<file path="src/rtl/pipe_score_detect.sv">
// pipe_score_detect: per-frame collision and scoring detector for three
// scrolling pipes and the player sprite. There is one small state machine per
// pipe. All outputs are registered on frame_clk. The block is held cleared
// while rdy is low.
module pipe_score_detect #(
    parameter int unsigned PLAYER_X = 160,
    parameter int unsigned PLAYER_W = 16,
    parameter int unsigned PLAYER_H = 16,
    parameter int unsigned PIPE_W   = 40,
    parameter int unsigned GAP_H    = 120,
    parameter int unsigned GROUND_Y = 440
) (
    input  logic       frame_clk,
    input  logic       Reset,
    input  logic       rdy,
    input  logic [9:0] player_y,
    input  logic [9:0] obs_x0,
    input  logic [9:0] obs_x1,
    input  logic [9:0] obs_x2,
    input  logic [9:0] gap_y0,
    input  logic [9:0] gap_y1,
    input  logic [9:0] gap_y2,
    output logic       scoring0,
    output logic       scoring1,
    output logic       scoring2,
    output logic       hit0,
    output logic       hit1,
    output logic       hit2,
    output logic       ground_hit,
    output logic [7:0] passes
);

    typedef enum logic [1:0] {
        APPROACH = 2'd0,
        OVERLAP  = 2'd1,
        PASSED   = 2'd2
    } state_t;

    localparam logic [10:0] PLAYER_L = 11'(PLAYER_X);
    localparam logic [10:0] PLAYER_R = 11'(PLAYER_X + PLAYER_W - 1);
    localparam logic [10:0] PIPE_EXT = 11'(PIPE_W - 1);
    localparam logic [10:0] GAP_EXT  = 11'(GAP_H - 1);
    localparam logic [10:0] PLY_EXT  = 11'(PLAYER_H - 1);
    localparam logic [10:0] GROUND   = 11'(GROUND_Y);

    logic [9:0]  obs_x [3];
    logic [9:0]  gap_y [3];
    logic [9:0]  prev_x [3];
    state_t      state [3];
    state_t      state_nxt [3];
    logic [2:0]  hit_q;
    logic [2:0]  hit_nxt;
    logic [2:0]  score_q;
    logic [2:0]  score_nxt;
    logic [2:0]  overlap;
    logic [2:0]  past;
    logic [2:0]  in_gap;
    logic [2:0]  wrap;
    logic        ground_nxt;
    logic [10:0] ply_top;
    logic [10:0] ply_bot;
    logic [1:0]  n_score;

    // Gather the per-pipe inputs into arrays so all three pipes share one description
    always_comb begin
        obs_x[0] = obs_x0;
        obs_x[1] = obs_x1;
        obs_x[2] = obs_x2;
        gap_y[0] = gap_y0;
        gap_y[1] = gap_y1;
        gap_y[2] = gap_y2;
    end

    // Geometry tests in 11-bit zero-extended arithmetic
    always_comb begin
        ply_top = {1'b0, player_y};
        ply_bot = {1'b0, player_y} + PLY_EXT;
        overlap = '0;
        past    = '0;
        in_gap  = '0;
        wrap    = '0;
        for (int unsigned i = 0; i < 3; i++) begin
            overlap[i] = ({1'b0, obs_x[i]} <= PLAYER_R) &&
                         (({1'b0, obs_x[i]} + PIPE_EXT) >= PLAYER_L);
            past[i]    = (({1'b0, obs_x[i]} + PIPE_EXT) < PLAYER_L);
            in_gap[i]  = (ply_top >= {1'b0, gap_y[i]}) &&
                         (ply_bot <= ({1'b0, gap_y[i]} + GAP_EXT));
            wrap[i]    = (obs_x[i] > prev_x[i]);
        end
    end

    // Next-state logic per pipe. A collision is handled before scoring, so a
    // hit pipe never scores.
    always_comb begin
        for (int unsigned i = 0; i < 3; i++) begin
            state_nxt[i] = state[i];
            hit_nxt[i]   = hit_q[i];
            score_nxt[i] = 1'b0;
            case (state[i])
                APPROACH: begin
                    if (overlap[i]) begin
                        state_nxt[i] = OVERLAP;
                        if (!in_gap[i]) hit_nxt[i] = 1'b1;
                    end else if (past[i]) begin
                        // Pipe skipped the overlap window in a single step
                        state_nxt[i] = PASSED;
                        score_nxt[i] = !hit_q[i];
                    end
                end
                OVERLAP: begin
                    if (overlap[i] && !in_gap[i]) begin
                        hit_nxt[i] = 1'b1;
                    end else if (past[i]) begin
                        state_nxt[i] = PASSED;
                        score_nxt[i] = !hit_q[i];
                    end
                end
                PASSED: begin
                    if (wrap[i]) state_nxt[i] = APPROACH;
                end
                default: state_nxt[i] = APPROACH;
            endcase
            if (!rdy) begin
                state_nxt[i] = APPROACH;
                hit_nxt[i]   = 1'b0;
                score_nxt[i] = 1'b0;
            end
        end
        ground_nxt = rdy && (ground_hit || (ply_bot >= GROUND));
        n_score    = {1'b0, score_nxt[0]} + {1'b0, score_nxt[1]} + {1'b0, score_nxt[2]};
    end

    // Register pipe state, flags, pulses and the pass counter
    always_ff @(posedge frame_clk or posedge Reset) begin
        if (Reset) begin
            for (int unsigned i = 0; i < 3; i++) begin
                state[i]  <= APPROACH;
                prev_x[i] <= '0;
            end
            hit_q      <= '0;
            score_q    <= '0;
            ground_hit <= 1'b0;
            passes     <= '0;
        end else begin
            for (int unsigned i = 0; i < 3; i++) begin
                state[i]  <= state_nxt[i];
                prev_x[i] <= obs_x[i];
            end
            hit_q      <= hit_nxt;
            score_q    <= score_nxt;
            ground_hit <= ground_nxt;
            passes     <= rdy ? (passes + {6'b0, n_score}) : '0;
        end
    end

    assign scoring0 = score_q[0];
    assign scoring1 = score_q[1];
    assign scoring2 = score_q[2];
    assign hit0     = hit_q[0];
    assign hit1     = hit_q[1];
    assign hit2     = hit_q[2];

endmodule

</file>
<file path="config.mk">
export PLATFORM = sky130hd
export DESIGN_NAME = pipe_score_detect
export DESIGN_NICKNAME = d
export VERILOG_FILES = /design/src/rtl/pipe_score_detect.sv
export SDC_FILE = /design/constraint.sdc
export NUM_CORES = 1
export LEC_CHECK = 0
export ABC_AREA = 1
export ABC_CLOCK_PERIOD_IN_PS = 2200
export CORE_MARGIN = 2
export CORE_UTILIZATION = 49
export DETAILED_ROUTE_END_ITERATION = 16
export GPL_ROUTABILITY_DRIVEN = 0
export GPL_TIMING_DRIVEN = 1
export PLACE_DENSITY = 0.77
export SYNTH_ARGS = -nofsm -noshare
export SYNTH_HDL_FRONTEND = slang
export SYNTH_SLANG_ARGS = --single-unit
</file>
<file path="constraint.sdc">
create_clock -name frame_clk -period 2.2 [get_ports frame_clk]
set_clock_uncertainty 0.1 [all_clocks]
set_input_delay 0.33 -clock frame_clk [delete_from_list [all_inputs] [get_ports frame_clk]]
set_output_delay 0.33 -clock frame_clk [all_outputs]
set_load 0.02 [all_outputs]
</file>
==> results of run 1 <==
==> sequential cells by signal (all words and copies together), names as in the netlist <==
signal      count
hit_q           3
passes          8
state           6
ground_hit      1
prev_x         30
score_q         3
==> how the worst max path moves through the flow <==
stage / from / end / slack, ps / cells after the start
floorplan: obs_x0[4] / passes[6] / -310 / 15
global placement: obs_x0[8] / passes[6] / -910 / 15
detailed placement: obs_x0[0] / passes[5] / -1160 / 15
CTS: obs_x0[7] / passes[6] / -300 / 17
global route: obs_x0[4] / passes[6] / -510 / 16
finish: obs_x0[7] / passes[6] / -540 / 17
==> repair_timing <==
item / 4_1_cts / 5_1_grt
pin swaps: 57 / 79
gates resized for setup: 194 / 179
setup endpoints to repair: 11 / 13
buffers inserted: 70 / 16
==> kinds of logic after synthesis <==
| family | Yosys count |
|---|---|
| simple gates | 291 |
| buf+inv | 116 |
| fa+ha+maj | 95 |
| compound gates | 88 |
| flops | 51 |
| xor+xnor | 21 |
==> per-stage QoR <==
| stage | total power [uW] | utilization (%) |
|---|---|---|
| after floorplan | 1583 | - |
| after global placement | 2084 | 70.70 |
| after detailed placement | 2145 | 70.70 |
| after CTS | 2928 | 79.75 |
| after global routing | 3411 | 85.38 |
| final | 3272 | 85.38 |
==> layout by cell type (no fill, tap or decap), drive strengths merged, types with 3 or more instances in the layout <==
cell and instances:
buf 225, nand2 159, inv 115, ha 93, dfrtp 51, nor2 51
nand3 46, a21oi 43, clkdlybuf4s50 27, o21ai 21, xor2 18, nand4 17
clkbuf 17, dlymetal6s2s 15, nor3 11, clkdlybuf4s15 7, dlygate4sd2 5, o211ai 4
o21a 4, a21o 4, nor4 4, a211oi 3, xnor2 3
==> cell type report <==
| type | instances | area, um2 |
|---|---|---|
| Multi-Input combinational cell | 495 | 3875 |
| Timing Repair Buffer | 291 | 2432 |
| Fill cell | 482 | 1423 |
| Sequential cell | 51 | 1277 |
| Inverter | 114 | 440.4 |
| Tap cell | 133 | 166.4 |
| Clock buffer | 5 | 68.82 |
| Clock inverter | 3 | 46.29 |
==> critical path, stage by stage <==
cell and delay, ps:
buf_6 100, inv_4 60, nand2_4 50, nor3_4 260
nor3_4 80, nand2_2 100, nor2_4 60, fa_2 570
ha_4 160, inv_2 60, fa_2 390, nor2_4 130
nand3_2 90, inv_2 120, nand2_2 80, o21ai_2 160
a21oi_1 70
==> power by group through the flow <==
stage	sequential, uW	clock [uW]	combinational, uW
global placement	1010	0	1070
detailed placement	1010	0	1130
floorplan	1020	0	561
CTS	996	677	1250
global route	1010	762	1640
finish	1010	724	1540
==> layer usage <==
| layer | vias up | part of all wire, % | global-route usage, % |
|---|---|---|---|
| met3 | 247 | 9.2 | 4.657 |
| met4 | 2 | 11 | 24.03 |
| met5 | - | 0.054 | 0 |
| li1 | 2777 | - | - |
| met1 | 3053 | 32 | 35.46 |
| met2 | 564 | 48 | 63.48 |
==> impl_metrics.py, run 1 <==
metrics = {
    "power": {
        "switching_share_pct": 38.11,
        "p_leak_uw": 0.004452,
        "seq_power_share_pct": 30.8,
        "vdd_drop_max_mv": 0.3402,
        "p_int_uw": 2025,
        "p_switching_uw": 1247,
        "comb_power_share_pct": 47.1,
        "p_per_area_nw_per_um2": 393.9,
        "p_clk_share_pct": 22.1,
    },
    "status": {
        "status": "complete, but fails checks",
        "violations": "setup timing",
    },
    "detailed_routing": {
        "dr.pass1.iters": 6,
        "antenna_left": 0,
        "drc": 0,
        "wirelength_mm": 24.02,
        "drt_iter0_drc": 648,
        "vias": 6643,
        "wl_per_cell_um": 22.00,
        "via_per_inst": 6.083,
    },
    "logic_synthesis": {
        "avgSynthCellArea_um2": 7.365,
        "synth_flop_cell": "dfrtp_1",
        "synth-xor-area-share_pct": 3.772,
        "synth-seq-area-share_pct": 26.17,
        "syn_nets": 830,
        "yosysMostFrequentCell": "nand2_1",
        "synth_edf_count": 0,
        "synthesis.area_um2": 4876,
        "synth_cell_types": 37,
        "yosys.area.top_type": "dfrtp_1",
        "synth-simple-area-share_pct": 25.87,
        "synth_top_family_by_area": "simple AND/OR/NAND/NOR gates",
        "synthArstFlopShare_pct": 100.0,
        "synthAdderAreaFrac_pct": 24.69,
        "synth-compound-area-share_pct": 10.50,
        "syn_inst": 662,
        "netlist.area_leader.share_pct": 26.17,
        "synth_area_leaders": "dfrtp_1, ha_1, nand2_1, inv_1, nand3_1",
        "synth_common_cells": "nand2_1, inv_1, ha_1",
        "ys_ff_latch": 51,
        "synth_mux_area_share_pct": 0,
        "yosys_warnings": 0,
    },
    "cts": {
        "holdBufCountCts": 0,
        "cts_tree": "built",
        "clock_latency_ps": 340,
        "cts_buffers": 5,
        "numClockSinks": 51,
        "clk_pin_slew_ps": 120,
        "ctsLongestPathBuffers": 2,
        "h-tree-depth": 2,
        "root_buffer": "clkbuf_8",
    },
    "timing": {
        "max_freq_ghz": 0.3644,
        "timing.setup.tns_ps": -3651,
        "worstMarginPinSlew_ps": 670.3,
        "hold_ws_ps": 19.96,
        "hold_viol": 0,
        "setup_ws_ps": -544.2,
        "rsz0062_at_grt": "yes",
        "relSlewSlack_pct": 55.32,
        "period_needed_ps": 2744,
        "period_share_pct": 124.7,
        "setup_viol": 12,
        "final_max_slew_viol_count": 0,
    },
    "floorplanning": {
        "die_y_um": 103.8,
        "start_util_pct": 50.12,
        "die_x_um": 103.8,
        "rows": 36,
        "core_area_um2": 9729,
        "num_io_pins": 88,
        "dieArea_um2": 10770,
    },
    "cells_and_area": {
        "drive_gt1_share_pct": 41.50,
        "nets": 1126,
        "fin_cells": 1092,
        "diodes": 0,
        "area_growth_pct": 70.36,
        "stdcell_area_um2": 8307,
    },
    "min_path": {
        "min_path_type": "in -> reg",
        "min-delay-start": "obs_x0[0]",
        "hold_depth": 1,
        "hold_end": "prev_x[20]",
    },
    "critical_path": {
        "r2r-end": "passes[6]",
        "critPathArrivalTime_ps": 2870,
        "critPathRequiredTime_ps": 2330,
        "r2r_start": "state[5]",
        "end_kind": "flop",
        "reg2reg_depth": 13,
        "worstPathMaxFanout": 2,
        "ff2ff_setup_slack_ps": -490,
        "worst-setup-path-type": "in -> reg",
        "start_kind": "input port",
    },
    "placed_design": {
        "post-dp-hpwl_mm": 11.59,
        "pre_cts_ws_ps": -1157,
        "place_area_um2": 6879,
        "placed_cells": 1007,
        "portBuffers": 87,
    },
    "global_route": {
        "grt_pass1_vias": 6343,
        "grt_pass1_wl_mm": 29.69,
        "gr-total-overflow": 0,
        "grtUsageTotal_pct": 34.26,
        "antenna_found_initial": 1,
        "grt_max_degree": 33,
    },
    "flow_run": {
        "max_cap_violations": 0,
    },
}
(Power assumes the default switching activity.)
==> run 2: changes to the inputs <==
--- a/config.mk
+++ b/config.mk
@@ -16,3 +16,4 @@
 export SYNTH_ARGS = -nofsm -noshare
 export SYNTH_HDL_FRONTEND = slang
 export SYNTH_SLANG_ARGS = --single-unit
+export TNS_END_PERCENT = 20
==> impl_metrics.py, run 2 (synthesis results as in run 1) <==
metrics = {
    "detailed_routing": {
        "vias": 5748,
        "via_per_inst": 5.459,
        "drt_iter0_drc": 341,
        "dr.pass1.iters": 4,
        "wirelength_mm": 17.69,
        "drc": 0,
        "antenna_left": 0,
        "wl_per_cell_um": 16.80,
    },
    "cts": {
        "holdBufCountCts": 0,
        "ctsLongestPathBuffers": 2,
        "cts_tree": "built",
        "clk_pin_slew_ps": 120,
        "clock_latency_ps": 320,
        "cts_buffers": 5,
        "numClockSinks": 51,
        "root_buffer": "clkbuf_8",
        "h-tree-depth": 2,
    },
    "floorplanning": {
        "die_x_um": 103.8,
        "die_y_um": 103.8,
        "num_io_pins": 88,
        "start_util_pct": 50.12,
        "dieArea_um2": 10770,
        "rows": 36,
        "core_area_um2": 9729,
    },
    "critical_path": {
        "start_kind": "input port",
        "path_delay_family": "simple AND/OR/NAND/NOR gates",
        "critPathMostFrequentCell": "nor2_1",
        "end_kind": "flop",
        "cpPeakStageDelay_ps": 470,
        "critPathRequiredTime_ps": 2310,
        "crit_path_top_delay_cell": "fa_1",
        "worstPathMaxFanout": 3,
        "worst-path-buf-inv": 3,
        "critPathArrivalTime_ps": 2790,
        "crit_chain": "buf_6, or2_4, nor3_4, nand2_2, nor2_4, fa_1, ha_2, buf_4, a21oi_2, nor2_1, nand2_1, inv_2, nand3_2, nor2_1, o21ai_1, a21oi_1",
        "worst-setup-path-type": "in -> reg",
    },
    "global_route": {
        "grt_pass1_vias": 5850,
        "grtUsageMet1_pct": 30.98,
        "met2_usage_pct": 57.24,
        "grt_pass1_wl_mm": 26.03,
        "grt.met3_usage_pct": 4.657,
        "antenna_found_initial": 0,
        "grt_max_degree": 32,
        "grtUsageTotal_pct": 29.51,
        "busiest_layer": "met2",
        "gr-total-overflow": 0,
    },
    "power": {
        "p_leak_uw": 0.004214,
        "p_switching_uw": 1051,
        "seq_power_share_pct": 33.4,
        "p_clk_share_pct": 23.2,
        "comb_power_share_pct": 43.4,
        "vdd_drop_max_mv": 0.2653,
        "p_int_uw": 1946,
        "p_per_area_nw_per_um2": 388.4,
        "power_uw": 2996,
        "switching_share_pct": 35.07,
    },
    "status": {
        "status": "complete, but fails checks",
        "violations": "setup timing",
    },
    "cells_and_area": {
        "largest_reg_flops": 30,
        "reg.largest.list": "prev_x x30, passes x8, state x6",
        "final_common_cell": "buf_4",
        "stdcell_area_um2": 7715,
        "fin_cells": 1053,
        "layout_common_cells": "buf_4, nand2_1, inv_1, ha_1, dfrtp_1",
        "nets": 1087,
        "top_register": "prev_x",
        "area_growth_pct": 58.22,
        "drive_gt1_share_pct": 30.98,
        "diodes": 0,
    },
    "timing": {
        "final_max_slew_viol_count": 0,
        "relSlewSlack_pct": 61.09,
        "period_share_pct": 121.8,
        "max_freq_ghz": 0.3731,
        "setup_viol": 12,
        "worstMarginPinSlew_ps": 568.9,
        "setup_ws_ps": -480.0,
        "rsz0062_at_grt": "yes",
        "period_needed_ps": 2680,
        "hold_viol": 0,
        "timing.setup.tns_ps": -3241,
    },
    "flow_run": {
        "max_cap_violations": 0,
    },
    "placed_design": {
        "placed_cells": 1006,
        "place_area_um2": 6872,
        "portBuffers": 87,
        "pre_cts_ws_ps": -1045,
        "post-dp-hpwl_mm": 11.61,
    },
    "min_path": {
        "min_path_type": "in -> reg",
    },
}
run 2: changes by cell type in the layout (fill, tap and decap cells not counted), moves of 4 or more:
cell / delta
clkdlybuf4s50_1: +21
nor2_4: -10
nand2_4: -4
nand2_2: -16
a21oi_1: +4
inv_4: -5
buf_6: -6
clkbuf_2: -10
nor2_1: +9
nand2_1: +20
buf_4: -41
inv_2: -4
inv_1: +7
run 2: worst reg2reg max path, cell delays in order, from the launching register on:
cell and delay [ps]:
dfrtp_1 410, nor2_2 210, nand2_2 140, nor2_4 150, fa_1 470, ha_2 210, buf_4 130, a21oi_2 130
nor2_1 70, nand2_1 90, inv_2 70, nand3_2 70, nor2_1 70, o21ai_1 170, a21oi_1 80
run 2: area by class of cell:
type,instances,area (um2)
repair buffers,252,2200
clock buffers,5,68.82
multi-input cells,495,3523
well taps,133,166.4
inverters,114,434.2
clock inverters,3,46.29
fillers,607,2014
flip-flops and latches,51,1276
run 2: path summary, 6_finish.rpt:
kind | start | endpoint | slack (ps) | depth (start not counted)
worst min register to register | hit_q[2] | score_q[2] | 360 | 1
worst max register to register | state[5] | passes[7] | -480 | 14
worst min-delay path | obs_x0[0] | prev_x[20] | 20 | 1
min in group asynchronous | Reset | prev_x[2] | 230 | 2
worst max-delay path | obs_x0[8] | passes[7] | -480 | 16
max in group asynchronous | Reset | hit_q[1] | 1200 | 3
run 2: power groups by stage:
stage	sequential [uW]	combinational [uW]	clock (uW)
floorplan	1020	561	0
global placement	1010	1070	0
detailed placement	1010	1130	0
CTS	996	1160	669
global route	1000	1430	746
finish	1000	1300	696
run 2: repair_timing:
action                                 in CTS  in global routing
setup endpoints to repair                  11                 14
resized for setup                          97                122
endpoints found under the hold margin       0                  0
setup buffers                              37                  6
pin swaps                                  24                 43
run 2: through the flow:
step / utilization, % / hold WS (ps)
finish: 79.30 / 17.11
global route: 79.30 / 0.05895
floorplan: - / 261.4
CTS: 75.13 / 135.7
global placement: 70.63 / 353.4
detailed placement: 70.63 / 352.5
run 2: metal layers:
layer	up-vias	wire [um]	part of all wire [%]
li1	2707	-	-
met1	2660	6412	36
met2	278	9120	52
met3	103	971	5.5
met4	0	1183	6.7
met5	-	0	0
==> run 3: changes to the inputs <==
--- a/config.mk
+++ b/config.mk
@@ -7,12 +7,12 @@
 export LEC_CHECK = 0
 export ABC_AREA = 1
 export ABC_CLOCK_PERIOD_IN_PS = 2200
-export CORE_MARGIN = 2
 export CORE_UTILIZATION = 49
 export DETAILED_ROUTE_END_ITERATION = 16
 export GPL_ROUTABILITY_DRIVEN = 0
 export GPL_TIMING_DRIVEN = 1
 export PLACE_DENSITY = 0.77
+export REMOVE_ABC_BUFFERS = 1
 export SYNTH_ARGS = -nofsm -noshare
 export SYNTH_HDL_FRONTEND = slang
 export SYNTH_SLANG_ARGS = --single-unit
==> impl_metrics.py, run 3 (synthesis results as in run 1) <==
metrics = {
    "detailed_routing": {
        "drc": 0,
        "vias": 5630,
        "antenna_left": 0,
        "wirelength_mm": 17.11,
        "dr.pass1.iters": 5,
        "wl_per_cell_um": 16.34,
        "drt_iter0_drc": 333,
        "via_per_inst": 5.377,
    },
    "cells_and_area": {
        "stdcell_area_um2": 7480,
        "drive_gt1_share_pct": 26.73,
        "final_common_cell": "buf_4",
        "area_growth_pct": 53.40,
        "top_register": "prev_x",
        "seq_area_um2": 1276,
        "nets": 1080,
        "layout_common_cells": "buf_4, nand2_1, inv_1, ha_1, clkdlybuf4s50_1",
        "fillers": 690,
        "largest_reg_flops": 30,
        "multi_input_area_um2": 3415,
        "reg.largest.list": "prev_x x30, passes x8, state x6",
    },
    "global_route": {
        "met2_usage_pct": 57.43,
        "antenna_found_initial": 1,
        "gr-total-overflow": 0,
        "grt_pass1_wl_mm": 24.56,
        "busiest_layer": "met2",
        "grtUsageMet1_pct": 31.57,
        "grt_pass1_vias": 5587,
        "grtUsageTotal_pct": 30.69,
        "grt_max_degree": 52,
        "grt.met3_usage_pct": 4.831,
    },
    "placed_design": {
        "pre_cts_ws_ps": -1150,
        "post-dp-hpwl_mm": 11.78,
        "portBuffers": 87,
        "place_area_um2": 6873,
    },
    "critical_path": {
        "r2r-end": "passes[4]",
        "reg2reg_depth": 13,
        "path_delay_family": "adder cells",
        "r2r_start": "state[5]",
        "worst-setup-path-type": "in -> reg",
        "critPathRequiredTime_ps": 2300,
        "crit_chain": "buf_8, inv_4, nand2_4, nor3_4, nor3_4, nand2_2, nor2_4, fa_2, ha_4, inv_2, fa_2, nor2_4, nand3_2, inv_2, nand2_2, o21ai_2, a21oi_1",
        "start_kind": "input port",
        "critPathArrivalTime_ps": 2800,
        "crit_path_top_delay_cell": "fa_2",
        "worstPathMaxFanout": 2,
        "cpPeakStageDelay_ps": 570,
        "worst-path-buf-inv": 4,
        "end_kind": "flop",
        "ff2ff_setup_slack_ps": -400,
    },
    "min_path": {
        "hold_depth": 1,
        "min_path_type": "in -> reg",
        "min-delay-start": "obs_x0[0]",
        "hold_end": "prev_x[20]",
    },
    "floorplanning": {
        "rows": 36,
        "die_x_um": 101.8,
        "dieArea_um2": 10350,
        "num_io_pins": 88,
        "die_y_um": 101.8,
        "start_util_pct": 50.12,
        "core_area_um2": 9729,
    },
    "timing": {
        "setup_viol": 12,
        "hold_viol": 0,
        "relSlewSlack_pct": 66.54,
        "max_freq_ghz": 0.3706,
        "rsz0062_at_grt": "yes",
        "worstMarginPinSlew_ps": 489.3,
        "period_needed_ps": 2698,
        "period_share_pct": 122.6,
        "setup_ws_ps": -498.0,
        "final_max_slew_viol_count": 0,
    },
    "cts": {
        "holdBufCountCts": 0,
        "cts_tree": "built",
        "clock_latency_ps": 330,
        "ctsLongestPathBuffers": 2,
        "numClockSinks": 51,
        "h-tree-depth": 2,
        "root_buffer": "clkbuf_8",
        "cts_buffers": 5,
        "clk_pin_slew_ps": 120,
    },
    "flow_run": {
        "max_cap_violations": 0,
    },
    "status": {
        "status": "complete, but fails checks",
        "violations": "setup timing",
    },
    "power": {
        "p_leak_uw": 0.004027,
        "vdd_drop_max_mv": 0.3342,
        "p_per_area_nw_per_um2": 395.2,
        "power_uw": 2956,
    },
}
run 3: cell types whose count changed in the layout (fill, tap and decap cells not counted), sizes merged, moves of 3 or more:
cell,before,now
clkinv,1,4
dlymetal6s2s,15,0
buf,180,168
dlygate4sd2,3,12
clkdlybuf4s50,48,63
run 3: timing repair:
action / CTS / global route
setup endpoints to repair: 11 / 12
setup buffers: 27 / 5
resized for setup: 118 / 27
pin swaps: 28 / 19
run 3: worst max-delay path by stage:
stage,from,to,slack [ps],cells after the start
final,obs_x0[7],passes[6],-500,17
after global routing,player_y[1],hit_q[1],-590,20
after CTS,obs_x0[7],passes[6],-360,17
after detailed placement,obs_x0[5],passes[6],-1150,16
after global placement,obs_x0[4],passes[6],-1020,16
after floorplan,obs_x0[7],passes[6],-470,16
run 3: power by group:
group          total, uW  switching (uW)  leakage (uW)  internal, uW
clock network        714             374     0.0000581           340
registers           1000            24.8      0.000637           979
logic               1240             645       0.00333           594
total               2960            1040       0.00403          1910
run 3: final cells by class:
class,instances,area share (%)
Antenna cell,1,0.03346
Clock buffer,5,0.9200
Clock inverter,3,0.5855
Inverter,114,5.771
Multi-Input combinational cell,495,45.65
Sequential cell,51,17.06
Tap cell,133,2.225
Timing Repair Buffer,245,27.75
run 3: layer usage:
layer	vias to the layer above	routed length [um]
li1	2693	-
met1	2556	6295
met2	270	8634
met3	111	1010
met4	0	1168
met5	-	0
run 3: per-stage QoR:
step | hold WS (ps) | TNS [ps] | utilization (%) | cells
2_1_floorplan | 261.4 | -1659 | - | 660
3_3_place_gp | 353.3 | -8733 | 70.64 | 1006
3_5_place_dp | 362.6 | -9737 | 70.64 | 1006
4_1_cts | 32.36 | -2326 | 75.23 | 1041
5_1_grt | 3.498 | -4801 | 76.88 | 1047
6_report | 5.087 | -3742 | 76.88 | 1047
run 3: worst register-to-register path, stage by stage (launching register included):
cell,delay (ps)
dfrtp_1,430
nor2_2,210
nand2_2,110
nor2_4,140
fa_2,480
ha_4,190
inv_2,50
fa_2,240
nor2_4,60
nand3_2,70
inv_2,50
buf_4,130
buf_6,100
nor3_2,170
